File: src/rtl/audio_clk_nco.sv
// audio_clk_nco: multi-channel phase-accumulator NCO producing ~50% duty
// audio clocks and per-period tick strobes from a single fabric clock.
// Increment updates go through a one-deep pending slot and take effect only
// on the target channel's wrap, or when it is stopped or disabled, so the
// output phase stays continuous and no runt pulse is produced.
module audio_clk_nco #(
    parameter int                     NCH      = 2,
    parameter int                     ACC_W    = 32,
    parameter logic [NCH*ACC_W-1:0]   INIT_INC = '0,
    parameter int                     LOCK_CYC = 1024
) (
    input  logic                                   clkin,
    input  logic                                   rst_n,
    input  logic                                   enable,
    input  logic                                   cfg_valid,
    output logic                                   cfg_ready,
    input  logic [((NCH > 1) ? $clog2(NCH) : 1)-1:0] cfg_ch,
    input  logic [ACC_W-1:0]                       cfg_inc,
    output logic [NCH-1:0]                         clk_out,
    output logic [NCH-1:0]                         tick,
    output logic                                   locked
);

    localparam int CH_W  = (NCH > 1) ? $clog2(NCH) : 1;
    localparam int CNT_W = $clog2(LOCK_CYC + 1);

    logic [ACC_W-1:0] acc_q [NCH];
    logic [ACC_W-1:0] acc_d [NCH];
    logic [ACC_W-1:0] inc_q [NCH];
    logic [ACC_W-1:0] inc_d [NCH];
    logic [ACC_W-1:0] sum   [NCH];
    logic [NCH-1:0]   carry;
    logic [NCH-1:0]   clk_out_q, clk_out_d;
    logic [NCH-1:0]   tick_q, tick_d;

    logic             pend_valid_q, pend_valid_d;
    logic [CH_W-1:0]  pend_ch_q, pend_ch_d;
    logic [ACC_W-1:0] pend_inc_q, pend_inc_d;
    logic [CNT_W-1:0] lock_cnt_q, lock_cnt_d;
    logic             locked_q, locked_d;

    logic xfer, ch_ok, apply, all_run, pend_carry, pend_zero;

    // Per-channel phase addition; the carry out marks the end of a period.
    always_comb begin
        carry = '0;
        for (int c = 0; c < NCH; c++) begin
            {carry[c], sum[c]} = {1'b0, acc_q[c]} + {1'b0, inc_q[c]};
        end
    end

    // Handshake and decision whether the pending increment lands this cycle.
    always_comb begin
        xfer       = cfg_valid && !pend_valid_q;
        ch_ok      = (int'(cfg_ch) < NCH);
        pend_carry = 1'b0;
        pend_zero  = 1'b0;
        for (int c = 0; c < NCH; c++) begin
            if (int'(pend_ch_q) == c) begin
                pend_carry = carry[c];
                pend_zero  = (inc_q[c] == '0);
            end
        end
        // Only a slot captured in an earlier cycle can apply, so a capture
        // coinciding with a wrap waits for the next qualifying event.
        apply = pend_valid_q && (pend_carry || pend_zero || !enable);
    end

    // Next-state for accumulators, increments, outputs, pending slot and lock.
    always_comb begin
        pend_valid_d = pend_valid_q;
        pend_ch_d    = pend_ch_q;
        pend_inc_d   = pend_inc_q;
        if (apply) begin
            pend_valid_d = 1'b0;
        end else if (xfer && ch_ok) begin
            pend_valid_d = 1'b1;
            pend_ch_d    = cfg_ch;
            pend_inc_d   = cfg_inc;
        end

        all_run   = 1'b1;
        clk_out_d = '0;
        tick_d    = '0;
        for (int c = 0; c < NCH; c++) begin
            inc_d[c] = inc_q[c];
            if (apply && (int'(pend_ch_q) == c)) begin
                inc_d[c] = pend_inc_q;
            end
            if (inc_q[c] == '0) begin
                all_run = 1'b0;
            end
            // The wrap addition uses the old increment; the phase is never reset on update.
            if (enable) begin
                acc_d[c]     = sum[c];
                clk_out_d[c] = sum[c][ACC_W-1];
                tick_d[c]    = carry[c];
            end else begin
                acc_d[c]     = '0;
            end
        end

        if (enable && !pend_valid_q && all_run && !(xfer && ch_ok)) begin
            lock_cnt_d = (lock_cnt_q == CNT_W'(LOCK_CYC)) ? lock_cnt_q
                                                          : lock_cnt_q + CNT_W'(1);
        end else begin
            lock_cnt_d = '0;
        end
        locked_d = (lock_cnt_q == CNT_W'(LOCK_CYC));
    end

    // State registers; reset restores the power-on increments and drops any pending update.
    always_ff @(posedge clkin or negedge rst_n) begin
        if (!rst_n) begin
            for (int c = 0; c < NCH; c++) begin
                acc_q[c] <= '0;
                inc_q[c] <= INIT_INC[c*ACC_W +: ACC_W];
            end
            clk_out_q    <= '0;
            tick_q       <= '0;
            pend_valid_q <= 1'b0;
            pend_ch_q    <= '0;
            pend_inc_q   <= '0;
            lock_cnt_q   <= '0;
            locked_q     <= 1'b0;
        end else begin
            for (int c = 0; c < NCH; c++) begin
                acc_q[c] <= acc_d[c];
                inc_q[c] <= inc_d[c];
            end
            clk_out_q    <= clk_out_d;
            tick_q       <= tick_d;
            pend_valid_q <= pend_valid_d;
            pend_ch_q    <= pend_ch_d;
            pend_inc_q   <= pend_inc_d;
            lock_cnt_q   <= lock_cnt_d;
            locked_q     <= locked_d;
        end
    end

    assign clk_out   = clk_out_q;
    assign tick      = tick_q;
    assign locked    = locked_q;
    assign cfg_ready = !pend_valid_q;

endmodule
File: config.mk
export PLATFORM = sky130hd
export DESIGN_NAME = audio_clk_nco
export DESIGN_NICKNAME = d
export VERILOG_FILES = /design/src/rtl/audio_clk_nco.sv
export SDC_FILE = /design/constraint.sdc
export NUM_CORES = 1
export LEC_CHECK = 0
export CORE_ASPECT_RATIO = 0.9
export CORE_MARGIN = 2
export CORE_UTILIZATION = 57
export CTS_CLUSTER_SIZE = 8
export DETAILED_ROUTE_END_ITERATION = 10
export HOLD_SLACK_MARGIN = 0.12
export PLACE_DENSITY = 0.76
export SYNTH_ARGS = -nofsm -noshare
export SYNTH_HDL_FRONTEND = slang
export SYNTH_SLANG_ARGS = --single-unit
File: constraint.sdc
create_clock -name clkin -period 7.15 [get_ports clkin]
set_input_delay 1.43 -clock clkin [delete_from_list [all_inputs] [get_ports clkin]]
set_output_delay 1.43 -clock clkin [all_outputs]
set_load 0.02 [all_outputs]
==> results of run 1 <==
==> synth_stat cells, types with 11 or more instances <==
| cell | number | share of area |
|---|---|---|
| dfrtp_1 | 176 | 0.45 |
| inv_1 | 24 | 0.0091 |
| nand2_1 | 47 | 0.018 |
| and2_1 | 51 | 0.032 |
| nand3_1 | 14 | 0.0071 |
| a21oi_1 | 48 | 0.024 |
| mux2_4 | 30 | 0.046 |
| nor2b_1 | 14 | 0.0089 |
| mux2_2 | 65 | 0.074 |
| xnor2_1 | 27 | 0.024 |
| clkbuf_1 | 16 | 0.0061 |
| o21ai_0 | 39 | 0.020 |
| nor2_1 | 38 | 0.014 |
| nor4_1 | 19 | 0.012 |
| ha_1 | 66 | 0.084 |
| a21o_1 | 28 | 0.021 |
| nand4_1 | 11 | 0.0070 |
| xor2_1 | 27 | 0.024 |
==> registers in the layout, summed over array words and instances (netlist names) <==
signal / flops
acc_q: 64
inc_q: 64
lock_cnt_q: 11
locked: 1
pend_ch_q: 1
pend_inc_q: 32
pend_valid_q: 1
tick: 2
==> metal layers <==
layer / up-vias / track usage / part of all wire
met5: - / 0 / 0
met4: 0 / 0.0670 / 0.013
met3: 20 / 0.0439 / 0.037
met2: 109 / 0.366 / 0.46
met1: 3337 / 0.338 / 0.49
li1: 3297 / - / -
==> critical path, stage by stage, from the launching register on <==
cell	delay (ps)
dfrtp_1	380
ha_1	170
inv_1	50
fa_1	380
nor2b_1	160
o21a_1	150
o21ai_1	180
a2111oi_4	380
o31ai_2	150
o31ai_1	330
or2_1	180
nand3_2	840
mux2_4	620
==> logic make-up (layout without fill, tap and decap cells) <==
kind of cell / Yosys count / count (layout) / share of synthesized area
compound gates: 195 / 195 / 0.136
buf+inv: 51 / 102 / 0.0249
mux: 100 / 100 / 0.125
fa+ha+maj: 68 / 68 / 0.0879
flops: 176 / 176 / 0.447
xor+xnor: 54 / 54 / 0.0480
simple gates: 240 / 240 / 0.131
==> worst max-delay path by stage <==
stage,start,to,slack (ps)
5_1_grt,inc_q[0],inc_q[0],2680
3_3_place_gp,inc_q[0],inc_q[4],3100
4_1_cts,inc_q[0],inc_q[16],3000
6_report,inc_q[0],inc_q[16],3050
2_1_floorplan,inc_q[32],inc_q[33],4160
3_5_place_dp,inc_q[0],inc_q[4],3040
==> cells in the final DEF (no fill, tap or decap), drive strengths merged, types with 4 or more instances in the layout <==
cell             n
dfrtp          176
mux2            96
ha              66
and2            51
a21oi           48
nand2           47
o21ai           42
clkdlybuf4s50   40
nor2            38
inv             29
a21o            28
xnor2           27
xor2            27
clkbuf          22
nor4            19
nand3           15
nor2b           14
nand4           11
o21a            10
nor3            10
a31oi            9
and3             9
nand2b           8
o21bai           8
a21boi           5
nor3b            5
o31ai            5
buf              5
a2111oi          5
mux2i            4
or3              4
o211ai           4
==> power by group through the flow <==
stage / registers [mW] / clock network (mW) / logic [mW]
after floorplan: 1.66 / 0 / 2.39
after global placement: 1.81 / 0 / 2.77
after detailed placement: 1.83 / 0 / 2.83
after CTS: 1.82 / 0.973 / 2.87
after global routing: 1.87 / 1.02 / 3.21
final: 1.82 / 0.961 / 2.86
==> cell type report <==
class	count	area (sq um)	area share
Clock buffer	22	484	0.0439
Clock inverter	10	124	0.0112
Inverter	25	93.8	0.00851
Multi-Input combinational cell	657	5210	0.473
Sequential cell	176	4400	0.400
Tap cell	211	264	0.0240
Timing Repair Buffer	45	439	0.0398
==> metrics by stage <==
step                instances  power [mW]  setup slack (ps)  utilization
CTS                      1146        5.65              3000        0.653
global placement         1114        4.58              3100        0.617
floorplan                 884        4.05              4160            -
finish                   1146        5.65              3050        0.653
global route             1146        6.09              2680        0.653
detailed placement       1114        4.66              3040        0.617
==> flow_metrics.tcl, run 1 <==
set metrics [dict create \
    status "finished clean" \
    p_leak_nw 5.18 \
    area_growth_pct 11.8 \
    r2r_cells 12 \
    grt_pass1_vias 6697 \
    clock_sinks 176 \
    design_area_sq_um 11000 \
    h-tree-depth 4 \
    clk_path_buf_depth 2 \
    rr_endpoint "inc_q[16]" \
    power_switching_mw 2.21 \
    io_buffers 42 \
    p_sw_frac 0.391 \
    irDropWorstVdd_uv 212 \
    track_usage 0.234 \
    grt_first_pass_wirelength_mm 33.8 \
    syn_nets 989 \
    max_freq_mhz 244 \
    r2r_start "inc_q[0]" \
    diodes 0 \
    die_y_um 129 \
    core_area_sq_um 16900 \
    ant_nets 0 \
    antenna_found_initial 0 \
    nets 1027 \
    finalHoldViolations 0 \
    crit_path_start_kind "flip-flop" \
    drcViolationCount 0 \
    worstPathArrival_ps 4400 \
    dp_hpwl_mm 14.5 \
    finalSetupTns_ps 0 \
    cts_buffers 17 \
    min_path_cells 1 \
    io_pins 43 \
    fin_crit_sh 0.573 \
    maxCapViolCount 0 \
    synth_seq_area_share 0.447 \
    die_area_sq_um 18400 \
    nFillCells 1280 \
    cts_root_buf "clkbuf_16" \
    synth_area_sq_um 9850 \
    synthCells 884 \
    clock_skew_ps 9.04 \
    cts_tree "done" \
    syn_avg_cell_area_sq_um 11.1 \
    num_vias 6763 \
    wl_mm 20.1 \
    finalSetupViolCount 0 \
    yosysWarnings 0 \
    finalCriticalPeriod_ps 4100 \
    worstMarginPinSlew_ps 1100 \
    cts_hold_buf 0 \
    die_w_um 143 \
    routedWlPerCell_um 17.6 \
    hold_class "reg -> reg" \
    synth-edff-count 0 \
    reg2reg_slack_ps 3050 \
    hold_ws_ps 540 \
    place_area_sq_um 10400 \
    first_pass_iters 5 \
    cts.clk_slew.worst_paths_ps 70 \
    via_per_inst 5.90 \
    worstSetupPathType "reg -> reg" \
    min_to "inc_q[14]" \
    end_kind "flip-flop" \
    clock_latency_ps 430 \
    p_clk_frac 0.170 \
    cp_max_fo 32 \
    min_from "pend_inc_q[14]" \
    synthArstFlopShare 1.00 \
    initial_core_util 0.583 \
    power.density_nw_per_um2 512 \
    rsz0062_at_grt "no" \
    intPower_mw 3.44 \
    slew_headroom 0.264 \
    num_rows 45 \
    grt_max_degree 66 \
    synth_ff_type "dfrtp_1" \
    drive_gt1_frac 0.155 \
    grt_overflow_total 0 \
    place.gp.congestion 0.850 \
    drt_iter0_drc 399 \
    cp.required_ps 7460 \
    ys_ff_latch 176 \
    drv_slew 0 \
    yosysUniqueCellTypes 72 \
    post_cts_buffers 0 \
    p_comb_frac 0.507 \
    cts_resized 0 \
    seqPwrFrac 0.323 \
]
(Power assumes the default switching activity.)
==> run 2, diff against run 1 <==
- CORE_UTILIZATION: 57 -> 55
- clock period: 7.15 -> 3.35 ns (I/O delays scaled with it)
==> run 2 against run 1 <==
Combinational power up 130%. Critical path depth stayed put. Power rose by 120%. Sequential power rose by 110%. Routed wire length up 5.2%. Final cell count is 5.3% higher. Clock power is 100% higher. Register-to-register slack got worse by 2900 ps. Sequential cell count unchanged. Critical path type unchanged. Largest power group unchanged.
==> flow_metrics.tcl, run 2 (synthesized netlist as in run 1, its figures left out) <==
set metrics [dict create \
    diodes 0 \
    grt_pass1_vias 6735 \
    antenna_found_initial 0 \
    clock_latency_ps 430 \
    cts_buffers 17 \
    hold_ws_ps 226 \
    cp.required_ps 3670 \
    finalHoldViolations 0 \
    grt_max_degree 72 \
    finalSetupViolCount 0 \
    drcViolationCount 0 \
    ant_nets 0 \
    crit_path_start_kind "flip-flop" \
    power_switching_mw 4.88 \
    intPower_mw 7.51 \
    drt_iter0_drc 405 \
    power.density_nw_per_um2 1090 \
    rsz0062_at_grt "no" \
    end_kind "flip-flop" \
    cts_hold_buf 0 \
    initial_core_util 0.560 \
    num_vias 6846 \
    fin_crit_sh 0.961 \
    grt_overflow_total 0 \
    clk_path_buf_depth 2 \
    track_usage 0.229 \
    routedWlPerCell_um 17.6 \
    worstPathArrival_ps 3540 \
    cts.clk_slew.worst_paths_ps 70 \
    nets 1059 \
    reg.largest.list "acc_q x64, inc_q x64, pend_inc_q x32" \
    io_buffers 42 \
    post-route-util 0.648 \
    place.gp.congestion 0.937 \
    final_cell_mix "176 x dfrtp_1, 65 x mux2_2, 64 x ha_1" \
    nFillCells 1373 \
    cts_tree "done" \
    p_sw_frac 0.394 \
    p_leak_nw 5.36 \
    status "finished clean" \
    multi_input_area_sq_um 5240 \
    ff_latch_area_sq_um 4400 \
    area_growth_pct 15.8 \
    drv_slew 0 \
    maxCapViolCount 0 \
    die_area_sq_um 19000 \
    irDropWorstVdd_uv 562 \
    dp_hpwl_mm 14.9 \
    cp_max_fo 8 \
    layout_commonest_cell "dfrtp_1" \
    clock_skew_ps 10.7 \
    p_clk_frac 0.156 \
    drive_gt1_frac 0.189 \
    final_cells 1207 \
    die_y_um 131 \
    io_pins 43 \
    wl_mm 21.2 \
    num_rows 46 \
    core_area_sq_um 17600 \
    grt_first_pass_wirelength_mm 34.5 \
    hold_class "in -> async" \
    die_w_um 145 \
    worstSetupPathType "reg -> reg" \
    first_pass_iters 6 \
    seqPwrFrac 0.314 \
    max_freq_mhz 310 \
    worstMarginPinSlew_ps 663 \
    clock_sinks 176 \
    cts_root_buf "clkbuf_16" \
    finalSetupTns_ps 0 \
    finalCriticalPeriod_ps 3220 \
    via_per_inst 5.67 \
    p_comb_frac 0.530 \
    slew_headroom 0.546 \
    placed_cells 1165 \
    h-tree-depth 4 \
]
-- run 2: cell count changes in the layout (fill, tap and decap cells not counted), sizes merged --
cell,before,now
buf,5,33
bufinv,2,1
clkbuf,22,24
clkinvlp,1,2
inv,29,31
-- run 2: area by class of cell --
class | count | share of cell area
tap | 240 | 0.0263
clock inverter | 12 | 0.0110
inverter | 25 | 0.00822
multi-input combinational | 657 | 0.459
clock buffer | 20 | 0.0383
sequential | 176 | 0.386
timing repair buffer | 77 | 0.0714
-- run 2: worst paths after layout --
check / startpoint / to / slack, ps / depth (start not counted)
hold / removal: rst_n / acc_q[6] / 230 / 1
max in group asynchronous: rst_n / inc_q[19] / 2290 / 2
hold reg to reg: pend_inc_q[16] / inc_q[16] / 530 / 1
setup reg to reg: inc_q[34] / inc_q[57] / 130 / 12
setup / recovery: inc_q[34] / inc_q[57] / 130 / 12
min in group clkin: pend_inc_q[16] / inc_q[16] / 530 / 1
-- run 2: metrics by stage --
stage,power [mW],instance area (sq um),worst slack (ps)
2_1_floorplan,8.65,9850,362
6_report,12.4,11400,129
3_5_place_dp,10.1,10600,74.8
3_3_place_gp,9.98,10600,173
5_1_grt,13.4,11400,3.37
4_1_cts,12.2,11200,9.76
-- run 2: repair_timing --
action,in CTS,in global routing
pin swaps,0,6
endpoints found under the setup margin,31,64
cloned,0,6
buffers inserted,0,4
resized for setup,1,10
-- run 2: power by group through the flow --
stage,clock network (mW),logic [mW],registers (mW)
after floorplan,0,5.10,3.55
after global placement,0,6.11,3.86
after detailed placement,0,6.24,3.89
after CTS,1.96,6.33,3.87
after global routing,2.07,7.31,3.99
final,1.93,6.57,3.89
-- run 2: worst max-delay path, stage by stage (launching register included) --
cell      delay [ps]
dfrtp_1          420
ha_1             330
nor2b_1          160
o21a_1           190
o211a_1          250
o41a_1           380
o211a_1          250
nor3_2           170
nor3_2           100
o211ai_4         210
buf_4            170
buf_6            140
mux2_2           340
-- run 2: per-layer routing --
metal / GRT usage / share of wire
met3: 0.0431 / 0.030
met2: 0.367 / 0.47
met4: 0.0704 / 0.014
met1: 0.321 / 0.48
met5: 0 / 0
